<file path="src/rtl/vector_dot_pkg.sv">
// rtl/vector_dot_pkg.sv - shared state encoding and fixed-point shift/saturate helper
package vector_dot_pkg;

    typedef enum logic [1:0] {
        IDLE = 2'd0,
        BUSY = 2'd1,
        DONE = 2'd2
    } state_t;

    localparam int CALC_WIDTH = 64;

    // Arithmetic shift (floor) followed by clamping to a signed range of the given width.
    function automatic logic signed [CALC_WIDTH-1:0] shift_sat(
        input logic signed [CALC_WIDTH-1:0] prod,
        input int                           frac,
        input int                           width
    );
        logic signed [CALC_WIDTH-1:0] shifted;
        logic signed [CALC_WIDTH-1:0] max_v;
        logic signed [CALC_WIDTH-1:0] min_v;
        shifted = prod >>> frac;
        max_v   = (64'sd1 <<< (width - 1)) - 64'sd1;
        min_v   = -max_v - 64'sd1;
        if (shifted > max_v) begin
            return max_v;
        end else if (shifted < min_v) begin
            return min_v;
        end
        return shifted;
    endfunction

endpackage

</file>
<file path="src/rtl/vector_dot_mult_cell.sv">
// rtl/vector_dot_mult_cell.sv - one signed multiply, fraction shift and saturate lane
module vector_dot_mult_cell
    import vector_dot_pkg::*;
#(
    parameter int A_CELL_WIDTH      = 8,
    parameter int B_CELL_WIDTH      = 8,
    parameter int RESULT_CELL_WIDTH = 10,
    parameter int FRACTION          = 2
) (
    input  logic [A_CELL_WIDTH-1:0]      a,
    input  logic [B_CELL_WIDTH-1:0]      b,
    output logic [RESULT_CELL_WIDTH-1:0] value,
    output logic                         overflow
);
    localparam int PROD_WIDTH = A_CELL_WIDTH + B_CELL_WIDTH;

    logic signed [PROD_WIDTH-1:0] prod;
    logic signed [CALC_WIDTH-1:0] prod_ext;
    logic signed [CALC_WIDTH-1:0] sat;

    assign prod     = $signed(a) * $signed(b);
    assign prod_ext = {{(CALC_WIDTH-PROD_WIDTH){prod[PROD_WIDTH-1]}}, prod};
    assign sat      = shift_sat(prod_ext, FRACTION, RESULT_CELL_WIDTH);
    assign value    = sat[RESULT_CELL_WIDTH-1:0];
    // Clamping changed the value exactly when the shifted product was out of range.
    assign overflow = (sat != (prod_ext >>> FRACTION));

endmodule

</file>
<file path="src/rtl/vector_dot.sv">
// rtl/vector_dot.sv - element-wise fixed-point vector multiply processed TILING lanes per clock
module vector_dot
    import vector_dot_pkg::*;
#(
    parameter int VECTOR_LEN        = 5,
    parameter int A_CELL_WIDTH      = 8,
    parameter int B_CELL_WIDTH      = 8,
    parameter int RESULT_CELL_WIDTH = 10,
    parameter int FRACTION          = 2,
    parameter int TILING            = 1
) (
    input  logic                                    clk,
    input  logic                                    rst,
    input  logic                                    start,
    input  logic [VECTOR_LEN*A_CELL_WIDTH-1:0]      a,
    input  logic [VECTOR_LEN*B_CELL_WIDTH-1:0]      b,
    output logic [VECTOR_LEN*RESULT_CELL_WIDTH-1:0] result,
    output logic                                    valid,
    output logic                                    error
);
    localparam int CHUNKS = (VECTOR_LEN + TILING - 1) / TILING;
    localparam int CW     = $clog2(CHUNKS + 1);
    localparam logic [CW-1:0] LAST_CHUNK = CW'(CHUNKS - 1);

    state_t state;
    state_t next_state;

    logic [CW-1:0]                           chunk;
    logic [VECTOR_LEN*A_CELL_WIDTH-1:0]      a_reg;
    logic [VECTOR_LEN*B_CELL_WIDTH-1:0]      b_reg;
    logic [VECTOR_LEN*RESULT_CELL_WIDTH-1:0] result_reg;
    logic                                    error_reg;

    int                             base;
    logic [A_CELL_WIDTH-1:0]        a_sel    [TILING];
    logic [B_CELL_WIDTH-1:0]        b_sel    [TILING];
    logic [RESULT_CELL_WIDTH-1:0]   cell_val [TILING];
    logic [TILING-1:0]              cell_ovf;
    logic [TILING-1:0]              lane_on;

    // Lanes past the end of the vector in the final chunk stay idle.
    always_comb begin
        base = int'(chunk) * TILING;
        for (int t = 0; t < TILING; t++) begin
            lane_on[t] = (base + t < VECTOR_LEN);
            a_sel[t]   = '0;
            b_sel[t]   = '0;
            if (lane_on[t]) begin
                a_sel[t] = a_reg[(base + t)*A_CELL_WIDTH +: A_CELL_WIDTH];
                b_sel[t] = b_reg[(base + t)*B_CELL_WIDTH +: B_CELL_WIDTH];
            end
        end
    end

    for (genvar g = 0; g < TILING; g++) begin : g_cell
        vector_dot_mult_cell #(
            .A_CELL_WIDTH     (A_CELL_WIDTH),
            .B_CELL_WIDTH     (B_CELL_WIDTH),
            .RESULT_CELL_WIDTH(RESULT_CELL_WIDTH),
            .FRACTION         (FRACTION)
        ) u_cell (
            .a       (a_sel[g]),
            .b       (b_sel[g]),
            .value   (cell_val[g]),
            .overflow(cell_ovf[g])
        );
    end

    always_comb begin
        next_state = state;
        case (state)
            IDLE:    if (start) next_state = BUSY;
            BUSY:    if (chunk == LAST_CHUNK) next_state = DONE;
            DONE:    next_state = IDLE;
            default: next_state = IDLE;
        endcase
    end

    always_ff @(posedge clk) begin
        if (!rst) begin
            state <= IDLE;
        end else begin
            state <= next_state;
        end
    end

    always_ff @(posedge clk) begin
        if (!rst) begin
            chunk      <= '0;
            a_reg      <= '0;
            b_reg      <= '0;
            result_reg <= '0;
            error_reg  <= 1'b0;
        end else begin
            case (state)
                IDLE: begin
                    if (start) begin
                        a_reg     <= a;
                        b_reg     <= b;
                        chunk     <= '0;
                        error_reg <= 1'b0;
                    end
                end
                BUSY: begin
                    chunk     <= chunk + 1'b1;
                    error_reg <= error_reg | (|(cell_ovf & lane_on));
                    for (int t = 0; t < TILING; t++) begin
                        if (lane_on[t]) begin
                            result_reg[(base + t)*RESULT_CELL_WIDTH +: RESULT_CELL_WIDTH] <= cell_val[t];
                        end
                    end
                end
                default: ;
            endcase
        end
    end

    assign valid  = (state == DONE);
    assign result = result_reg;
    assign error  = error_reg;

endmodule

</file>
<file path="config.mk">
export PLATFORM = sky130hd
export DESIGN_NAME = vector_dot
export DESIGN_NICKNAME = d
export VERILOG_FILES = /design/src/rtl/vector_dot_pkg.sv /design/src/rtl/vector_dot_mult_cell.sv /design/src/rtl/vector_dot.sv
export SDC_FILE = /design/constraint.sdc
export NUM_CORES = 1
export LEC_CHECK = 0
export ABC_AREA = 1
export BUFFER_PORTS_ARGS = -buffer_cell sky130_fd_sc_hd__buf_2
export CAP_MARGIN = 10
export CORE_MARGIN = 3
export CORE_UTILIZATION = 23
export CTS_CLUSTER_DIAMETER = 100
export DETAILED_ROUTE_END_ITERATION = 10
export HOLD_SLACK_MARGIN = 0.06
export SETUP_SLACK_MARGIN = 0.5
export SLEW_MARGIN = 0
export SYNTH_ARGS = -nofsm -noshare
export SYNTH_HDL_FRONTEND = slang
export SYNTH_SLANG_ARGS = --single-unit
</file>
<file path="constraint.sdc">
create_clock -name clk -period 16.7 [get_ports clk]
set_input_delay 1.67 -clock clk [delete_from_list [all_inputs] [get_ports clk]]
set_output_delay 1.67 -clock clk [all_outputs]
set_load 0.01 [all_outputs]
</file>
; Yosys cells after proc, flatten, opt, wreduce, memory -nomap -nowiden
; Cells that the tools add are included.
[totals]
elab_cells = 46
mem_bits_ro = 0
reg_bits = 136
input_bits = 83
latchBits = 0
memories = 0
output_inout_bits = 52
ram_bits = 0
[classes]
shifts = 4
n_div = 0
bitwise_logic = 2
n_mul = 2
addsub = 2
n_eq_ne = 6
n_mux = 15
order_cmp = 3
n_reduce_logical = 6
[op_table]
columns = operator, n
row1 = 64-bit 2-to-1 mux, 3
row2 = 40-bit by 7-bit variable part select with 8-bit output, 2
row3 = 64-bit by 14-bit != test with 1-bit output, 1
row4 = 50-bit bitwise mux, 1
row5 = 10-bit by 33-bit variable shift with 50-bit output (first input constant), 1
row6 = 10-bit by 33-bit variable part select with 50-bit output, 1
row7 = 7-bit negator with 33-bit output, 1
row8 = 8-bit by 8-bit multiplier with 16-bit output, 1
row9 = 8-bit 2-to-1 mux, 2
row10 = 14-bit by 10-bit greater-than comparator with 1-bit output (second input constant), 1
row11 = 14-bit by 10-bit less-than comparator with 1-bit output (second input constant), 1
row12 = 2-bit AND reduction, 4
row13 = 3-bit by 3-bit multiplier with 6-bit output (second input constant), 1
row14 = 3-bit one-hot mux with 2 select lines, 1
row15 = 2-bit 2-to-1 mux, 2
row16 = 2-bit != test (second input constant), 2
row17 = 2-bit one-hot mux with 2 select lines, 1
row18 = 3-bit by 1-bit adder with 3-bit output (second input constant), 1
row19 = 3-bit equality test (second input constant), 1
row20 = 3-bit less-than comparator (second input constant), 1
row21 = 1-bit 2-to-1 mux, 3
row22 = 3-bit 2-to-1 mux, 1
row23 = 2-bit by 1-bit equality test with 1-bit output (second input constant), 1
row24 = 2-bit equality test (second input constant), 1
row25 = 5 further kinds, 5

; Depth between registers and ports, before layout
; Gate-level depths: netlist of run 1.
[logic_depth]
depth_word = 11
ltp_mapped = 37
ltp_nobuf = 34

; Cells and area by module
; From an unflattened synthesis of run 1, not the netlist that was laid out.
[hier_totals]
hier_cells = 1557
area_unflattened_um2 = 10127.2
[modules_own_cells]
columns = mod, cells_each, area_each_um2, n_inst
row1 = vector_dot, 1115, 7185.6, 1
row2 = vector_dot_mult_cell, 442, 2941.6, 1

; Worst setup path after synthesis of run 1
; OpenSTA, ideal clock, no wires.
[synth_path]
path_type = register to register
startpoint = reg chunk[0]
endpoint = reg result_reg[17], in the netlist result[17]
path_stages_with_launch = 35
t_arrival_ns = 5.917
setup_slack_ns = 10.674
path_cell_list = dfxtp_1 -> buf_6 -> clkinv_1 -> buf_4 -> o21ai_0 -> o22ai_1 -> a22oi_1 -> nor2_1 -> fa_1 -> inv_1 -> fa_1 -> inv_1 -> fa_1 -> inv_1 -> fa_1 -> inv_1 -> ha_1 -> nand2_2 -> inv_1 -> a21oi_1 -> nand3_2 -> nand2_1 -> nand2_1 -> nand3_2 -> nand2_4 -> buf_12 -> nand2_4 -> nand2_4 -> nand3_2 -> nand3_1 -> and2_4 -> nand2_2 -> nand3_1 -> nand2_1 -> inv_1
[synth_between]
elab_chain_cells = 9
[synth_rtl]
columns = element, line
row1 = start: declaration, vector_dot.sv:28  ; logic [CW-1:0] chunk;
row2 = start signal: assignment, vector_dot.sv:105  ; chunk <= chunk + 1'b1;
row3 = "40-bit by 7-bit variable part select with 8-bit output, or another cell as far along", vector_dot.sv:49  ; a_sel[t] = a_reg[(base + t)*A_CELL_WIDTH +: A_CELL_WIDTH];
row4 = 8-bit 2-to-1 mux, vector_dot.sv:48  ; if (lane_on[t]) begin
row5 = 8-bit by 8-bit multiplier with 16-bit output, vector_dot_mult_cell.sv:21  ; assign prod = $signed(a) * $signed(b);
row6 = 14-bit by 10-bit less-than comparator with 1-bit output, vector_dot_pkg.sv:26  ; end else if (shifted < min_v) begin
row7 = 1-bit 2-to-1 mux, vector_dot_pkg.sv:26
row8 = 1-bit 2-to-1 mux, vector_dot_pkg.sv:24  ; if (shifted > max_v) begin
row9 = 64-bit 2-to-1 mux, vector_dot_pkg.sv:29  ; return shifted;
row10 = 10-bit by 33-bit variable part select with 50-bit output, vector_dot.sv:109  ; result_reg[(base + t)*RESULT_CELL_WIDTH +: RESULT_CELL_WIDTH] <= cell_val[t];
row11 = 50-bit bitwise mux, vector_dot.sv:109
row12 = end signal: indexed assignment, vector_dot.sv:109
row13 = end: declaration, vector_dot.sv:31  ; logic [VECTOR_LEN*RESULT_CELL_WIDTH-1:0] result_reg;
; Parallel ways exist; a longest one is shown, timed or not.
; A chain may end at the register's enable or synchronous reset.

; Final worst setup path of run 1
[layout_path]
startpoint = reg chunk[2]
endpoint = reg result_reg[36], in the netlist result[36]
; The elaborated chain is that of the path after synthesis.

==> results of run 1 <==
[cell families (layout without fill, tap and decap cells)]
kind of cell             after synthesis  in the layout  share of synthesized area (%)
AND/OR/NAND/NOR                      700            700                          31.44
XOR/XNOR                               6              6                         0.5209
AO/OA/AOI/OAI                        259            259                          14.30
other                                  0              1                              0
flip-flops                           136            136                          26.98
adder cells (fa/ha/maj)               93             93                          15.70
buffers and inverters                269            376                          11.06
[stage by stage]
step / worst slack [ns] / hold WS (ns)
after global placement: 9.550 / 0.4530
after detailed placement: 9.320 / 0.4568
after floorplan: 10.67 / 0.4495
after CTS: 9.279 / 0.4660
after global routing: 8.592 / 0.4923
final: 9.241 / 0.4638
[critical path, delay by kind of cell (launching register included)]
kind            cells  cell delay, ns
buf+inv             7            1.12
simple gates       12            2.41
compound gates      4            0.76
fa+ha+maj           5            2.44
flops               1            0.65
[layer usage]
layer	share of wire, %	vias up
met2	47	322
met5	0	-
met4	2.3	0
met1	46	4669
met3	5.4	45
li1	-	4884
[cell usage in the layout, fill, tap and decap left out, types with 3 or more instances in the layout]
cell,instances
nor2_1,317
clkinv_4,3
o22ai_1,13
xnor2_1,3
inv_2,6
ha_1,37
dfxtp_1,135
buf_2,134
inv_1,192
nand3b_1,3
nand2_2,16
fa_1,56
a31oi_1,12
nand3_2,24
a21oi_2,4
xor2_1,3
or2_2,6
buf_4,9
nand3_1,90
clkbuf_16,17
o21ai_1,6
nand4_1,21
a21oi_1,56
inv_6,4
o211ai_1,18
nand2_4,7
nor3_2,3
nand2_1,194
o21ai_0,131
nor2_2,6
a22oi_1,10
nor3_1,4
[final timing paths]
| check | startpoint | depth (start not counted) | slack [ns] | endpoint |
|---|---|---|---|---|
| max | chunk[2] | 28 | 9.24 | result[36] |
| min | result[24] | 2 | 0.46 | result[24] |
| max reg2reg | chunk[2] | 28 | 9.24 | result[36] |
| min reg2reg | result[24] | 2 | 0.46 | result[24] |
[cell type report]
type                    instances  area (sq um)
fillers                      4765         31360
multi-input cells            1058          6254
flip-flops and latches        136          2724
repair buffers                144         758.2
inverters                     200         750.7
well taps                     585         732.0
clock buffers                  18         429.2
clock inverters                14         163.9
diodes                          1         2.502
[report_power, final]
group          internal, mW  total, mW  leakage, nW  switching (mW)
clock network         0.224      0.384        0.286           0.160
registers             0.345      0.358         1.12          0.0124
logic                 0.327       1.04         4.14           0.710
[synthesized netlist by cell type, types with 2 or more instances]
cell      instances  area share (%)
a31oi_1          12            0.74
xnor2_1           3            0.26
o211ai_1         18             1.3
dfxtp_1         136              27
buf_2            13            0.64
a21oi_1          56             2.8
nand3_2          24             2.4
nand2_1         195             7.3
o21bai_1          2            0.15
nor3_2            3            0.30
a22oi_1          10            0.74
o22ai_1          13            0.81
nor2_2            6            0.37
o21ai_2           2            0.17
o21ai_1           6            0.30
ha_1             37             4.6
inv_1           192             7.1
xor2_1            3            0.26
nand2_4           7            0.78
nor3_1            4            0.20
nor2_1          317              12
o221ai_1          2            0.17
buf_4             5            0.37
nand2_2          15            0.93
a21oi_2           4            0.35
clkbuf_1         40             1.5
nand4_1          21             1.3
buf_6             3            0.33
clkinv_1          2           0.074
inv_2             6            0.22
nand3b_1          3            0.22
buf_12            3            0.60
nor4_1            2            0.12
fa_1             56              11
o21ai_0         131             6.5
nand3_1          90             4.5
and2_4            2            0.17
or2_2             6            0.37
buf_1             5            0.19
==> flow_metrics.tcl, run 1 <==
set metrics [dict create \
    fin_crit_sh_pct 44.67 \
    crit_top_cell "inv_1" \
    hold_class "flop to flop" \
    ys_seq_elements 136 \
    report.final.slew_viol_count 0 \
    synth-edff-count 0 \
    path_max_fanout 18 \
    wl_um 31530 \
    core.rowCount 76 \
    max-slew-margin-rel_pct 27.48 \
    required_ns 17.07 \
    io_buffers 134 \
    drt_iter0_drc 715 \
    layoutNonFillerInstCount 2156 \
    clock_path_buffers 2 \
    crit_path_end_kind "flop" \
    cp_slowest_stage_delay_ns 0.66 \
    synth_seq_area_share_pct 26.98 \
    tns_ns 0 \
    grt.busiest_layer "met2" \
    ys_types 47 \
    grt_pass1_wl_um 50790 \
    peakVddDrop_mv 0.1215 \
    finalCriticalPeriod_ns 7.459 \
    area_growth_pct 17.09 \
    top_level_ports 135 \
    largest_reg_flops 50 \
    timing.fmax_mhz 134.1 \
    place_hpwl_um 24150 \
    setup_viol 0 \
    grt_max_degree 105 \
    async_reset_ff_share_pct 0 \
    synthesis.area_sq_mm 0.01009 \
    numCtsBuffers 17 \
    start_kind "flop" \
    drive_gt1_share_pct 16.31 \
    cts_hold_buf 0 \
    cap_violations 0 \
    first_pass_iters 5 \
    status "complete, no violations" \
    wl_per_cell_um 14.62 \
    synth-main-ff-cell "dfxtp_1" \
    arrival_ns 7.83 \
    clk_pin_slew_ns 0.06 \
    grt_overflow 0 \
    htreeDepth 4 \
    hold_viol 0 \
    postSynthAreaPerCell_sq_um 6.897 \
    placed_area_sq_mm 0.01120 \
    cts_setup_buffers 0 \
    gr-usage-met2_pct 22.15 \
    skew_ns 0.01114 \
    ant_nets 0 \
    clock_latency_ns 0.44 \
    dp.cells 2122 \
    grt_pass1_vias 9739 \
    drc_errors 0 \
    cts.sinks 136 \
    synthesis.nets 1639 \
    vias_per_cell 4.601 \
    die_y_um 215.4 \
    core_sq_mm 0.04317 \
    use_met3_pct 2.225 \
    p_leak_nw 5.541 \
    die_w_um 215.4 \
    critPathKind "flop to flop" \
    netlist_instances 1463 \
    antenna_found_initial 0 \
    num_vias 9920 \
    worstMarginPinSlew_ns 1.087 \
    grt_setup_unrepaired "false" \
    p_per_area_mw_per_mm2 150.5 \
    clock-root-buffer "clkbuf_16" \
    yosys_warnings 0 \
    post-route-util_pct 27.36 \
    grt_util_met1_pct 18.27 \
    cts_resized 0 \
    grtUsageTotal_pct 13.66 \
    gp_congestion 0.8850 \
    dieArea_sq_mm 0.04642 \
    total_power_mw 1.778 \
    critPathSlowestCell "nor2_1" \
    final_area_sq_mm 0.01181 \
    layout.nets 1733 \
    cts_tree "built" \
    start_util_pct 23.37 \
]
(Power assumes the default switching activity.)
==> run 2, diff against run 1 <==
==> constraint.sdc (replaced) <==
create_clock -name clk -period 7.7 [get_ports clk]
set_input_delay 0.77 -clock clk [delete_from_list [all_inputs] [get_ports clk]]
set_output_delay 0.77 -clock clk [all_outputs]
set_load 0.01 [all_outputs]
==> run 2 against run 1 <==
Against the previous run: fmax increased by 13%; count of clock-buffer cells in the layout did not move; non-clock buffer count increased by 23; worst hold slack got worse by 0.0017 ns; via count grew 1.2%; clock skew rose by 0.0075 ns; wire length grew 0.16%; critical path depth increased by 5; total power rose by 120%; register-to-register slack got worse by 8.1 ns; clock power grew 110%; largest cell class unchanged; largest power group unchanged.
==> flow_metrics.tcl, run 2 (same netlist as run 1, synthesis figures left out) <==
set metrics [dict create \
    status "complete, no violations" \
    first_pass_iters 7 \
    largest_reg_flops 50 \
    die_y_um 215.4 \
    dieArea_sq_mm 0.04642 \
    finalCriticalPeriod_ns 6.603 \
    top_level_ports 135 \
    fin_crit_sh_pct 85.75 \
    seq_area_sq_mm 0.002726 \
    place_hpwl_um 24490 \
    hold_class "flop to flop" \
    clock_path_buffers 2 \
    core.rowCount 76 \
    arrival_ns 6.97 \
    cap_violations 0 \
    ant_nets 0 \
    final_common_cell "nor2_1" \
    grt_max_degree 105 \
    required_ns 8.07 \
    skew_ns 0.01861 \
    drt_iter0_drc 774 \
    report.final.slew_viol_count 0 \
    crit_family "adder cells" \
    start_kind "flop" \
    setup_viol 0 \
    drc_errors 0 \
    grt_pass1_wl_um 50330 \
    start_util_pct 23.37 \
    cp_slowest_stage_delay_ns 0.54 \
    grt_overflow 0 \
    critPathSlowestCell "fa_1" \
    crit_path_end_kind "flop" \
    wl_per_cell_um 14.50 \
    p_per_area_mw_per_mm2 322.3 \
    fillerInstances 4781 \
    drive_gt1_share_pct 18.20 \
    grt_pass1_vias 9618 \
    vias_per_cell 4.607 \
    layoutNonFillerInstCount 2178 \
    clock-root-buffer "clkbuf_16" \
    whs_ns 0.4620 \
    timing.fmax_mhz 151.5 \
    antenna_found_initial 1 \
    numCtsBuffers 17 \
    worstMarginPinSlew_ns 1.102 \
    cts_tree "built" \
    diodes 0 \
    gp_congestion 0.9566 \
    final_cell_mix "nor2_1, nand2_1, inv_1" \
    layout.nets 1756 \
    hold_viol 0 \
    max-slew-margin-rel_pct 26.44 \
    peakVddDrop_mv 0.3624 \
    wl_um 31580 \
    post-route-util_pct 27.81 \
    clock_latency_ns 0.44 \
    htreeDepth 4 \
    area_growth_pct 19.01 \
    dp.cells 2135 \
    multiInputGateArea_sq_mm 0.006299 \
    die_w_um 215.4 \
    core_sq_mm 0.04317 \
    cp.buffers_inverters 8 \
    path_max_fanout 21 \
    clk_pin_slew_ns 0.06 \
    grtUsageTotal_pct 13.43 \
    r2r_slack_ns 1.10 \
    io_buffers 134 \
    grt_setup_unrepaired "false" \
    tns_ns 0 \
    num_vias 10040 \
    cts.sinks 136 \
    p_leak_nw 5.638 \
    critPathKind "flop to flop" \
]
==> run 2: cell types whose count changed in the layout (fill, tap and decap cells not counted), sizes merged <==
cell      previous run  this run
buf                144       167
bufinv               2         1
clkinvlp             2         3
diode                1         0
==> run 2: where the power goes <==
part | switching [mW] | internal, mW | leakage (nW) | total [mW]
clock network | 0.351 | 0.460 | 0.280 | 0.811
logic | 1.55 | 0.729 | 4.24 | 2.28
registers | 0.0323 | 0.749 | 1.12 | 0.781
total | 1.93 | 1.94 | 5.64 | 3.87
==> run 2: layout make-up <==
cell class                      count  area share [%]
Clock buffer                       18           3.657
Timing Repair Buffer              167           7.648
Inverter                          200           6.304
Multi-Input combinational cell   1058           52.45
Clock inverter                     14           1.136
Sequential cell                   136           22.70
Tap cell                          585           6.096
==> run 2: worst reg2reg max path: cells and delay by family, from the launching register on <==
kind | cells | cell delay, ns
adders and majority gates | 5 | 2.46
and+or+nand+nor | 16 | 2.20
AOI/OAI and AO/OA | 4 | 0.39
DFF | 1 | 0.33
buffers and inverters | 8 | 1.16
==> run 2: layer usage <==
layer,part of all wire (%),global-route usage [%],vias to the layer above
met4,1.8,3.922,0
met2,47,22.53,344
met3,6.3,2.492,41
li1,-,-,4938
met1,45,17.67,4712
met5,0,0,-
==> run 2: worst paths after layout <==
kind / start / end / cells after the start
max reg2reg: chunk[1] / result[42] / 33
min reg2reg: result[21] / result[21] / 2
min: result[21] / result[21] / 2
max: chunk[1] / result[42] / 33
==> run 2: per-stage QoR <==
step	instance area, sq um	setup slack [ns]	total power [mW]
2_1_floorplan	10090	1.674	2.648
3_3_place_gp	11300	0.4858	3.019
3_5_place_dp	11300	0.4805	3.037
4_1_cts	11880	0.5178	3.854
5_1_grt	12010	0.5683	4.211
6_report	12010	1.097	3.870
==> run 2: timing repair <==
action                                 in CTS  in global routing
hold buffers                                0                  0
pin swaps                                   0                  3
endpoints found under the hold margin       0                  0
setup endpoints to repair                  26                 50
resized for setup                           2                 11
setup buffers                               0                 11
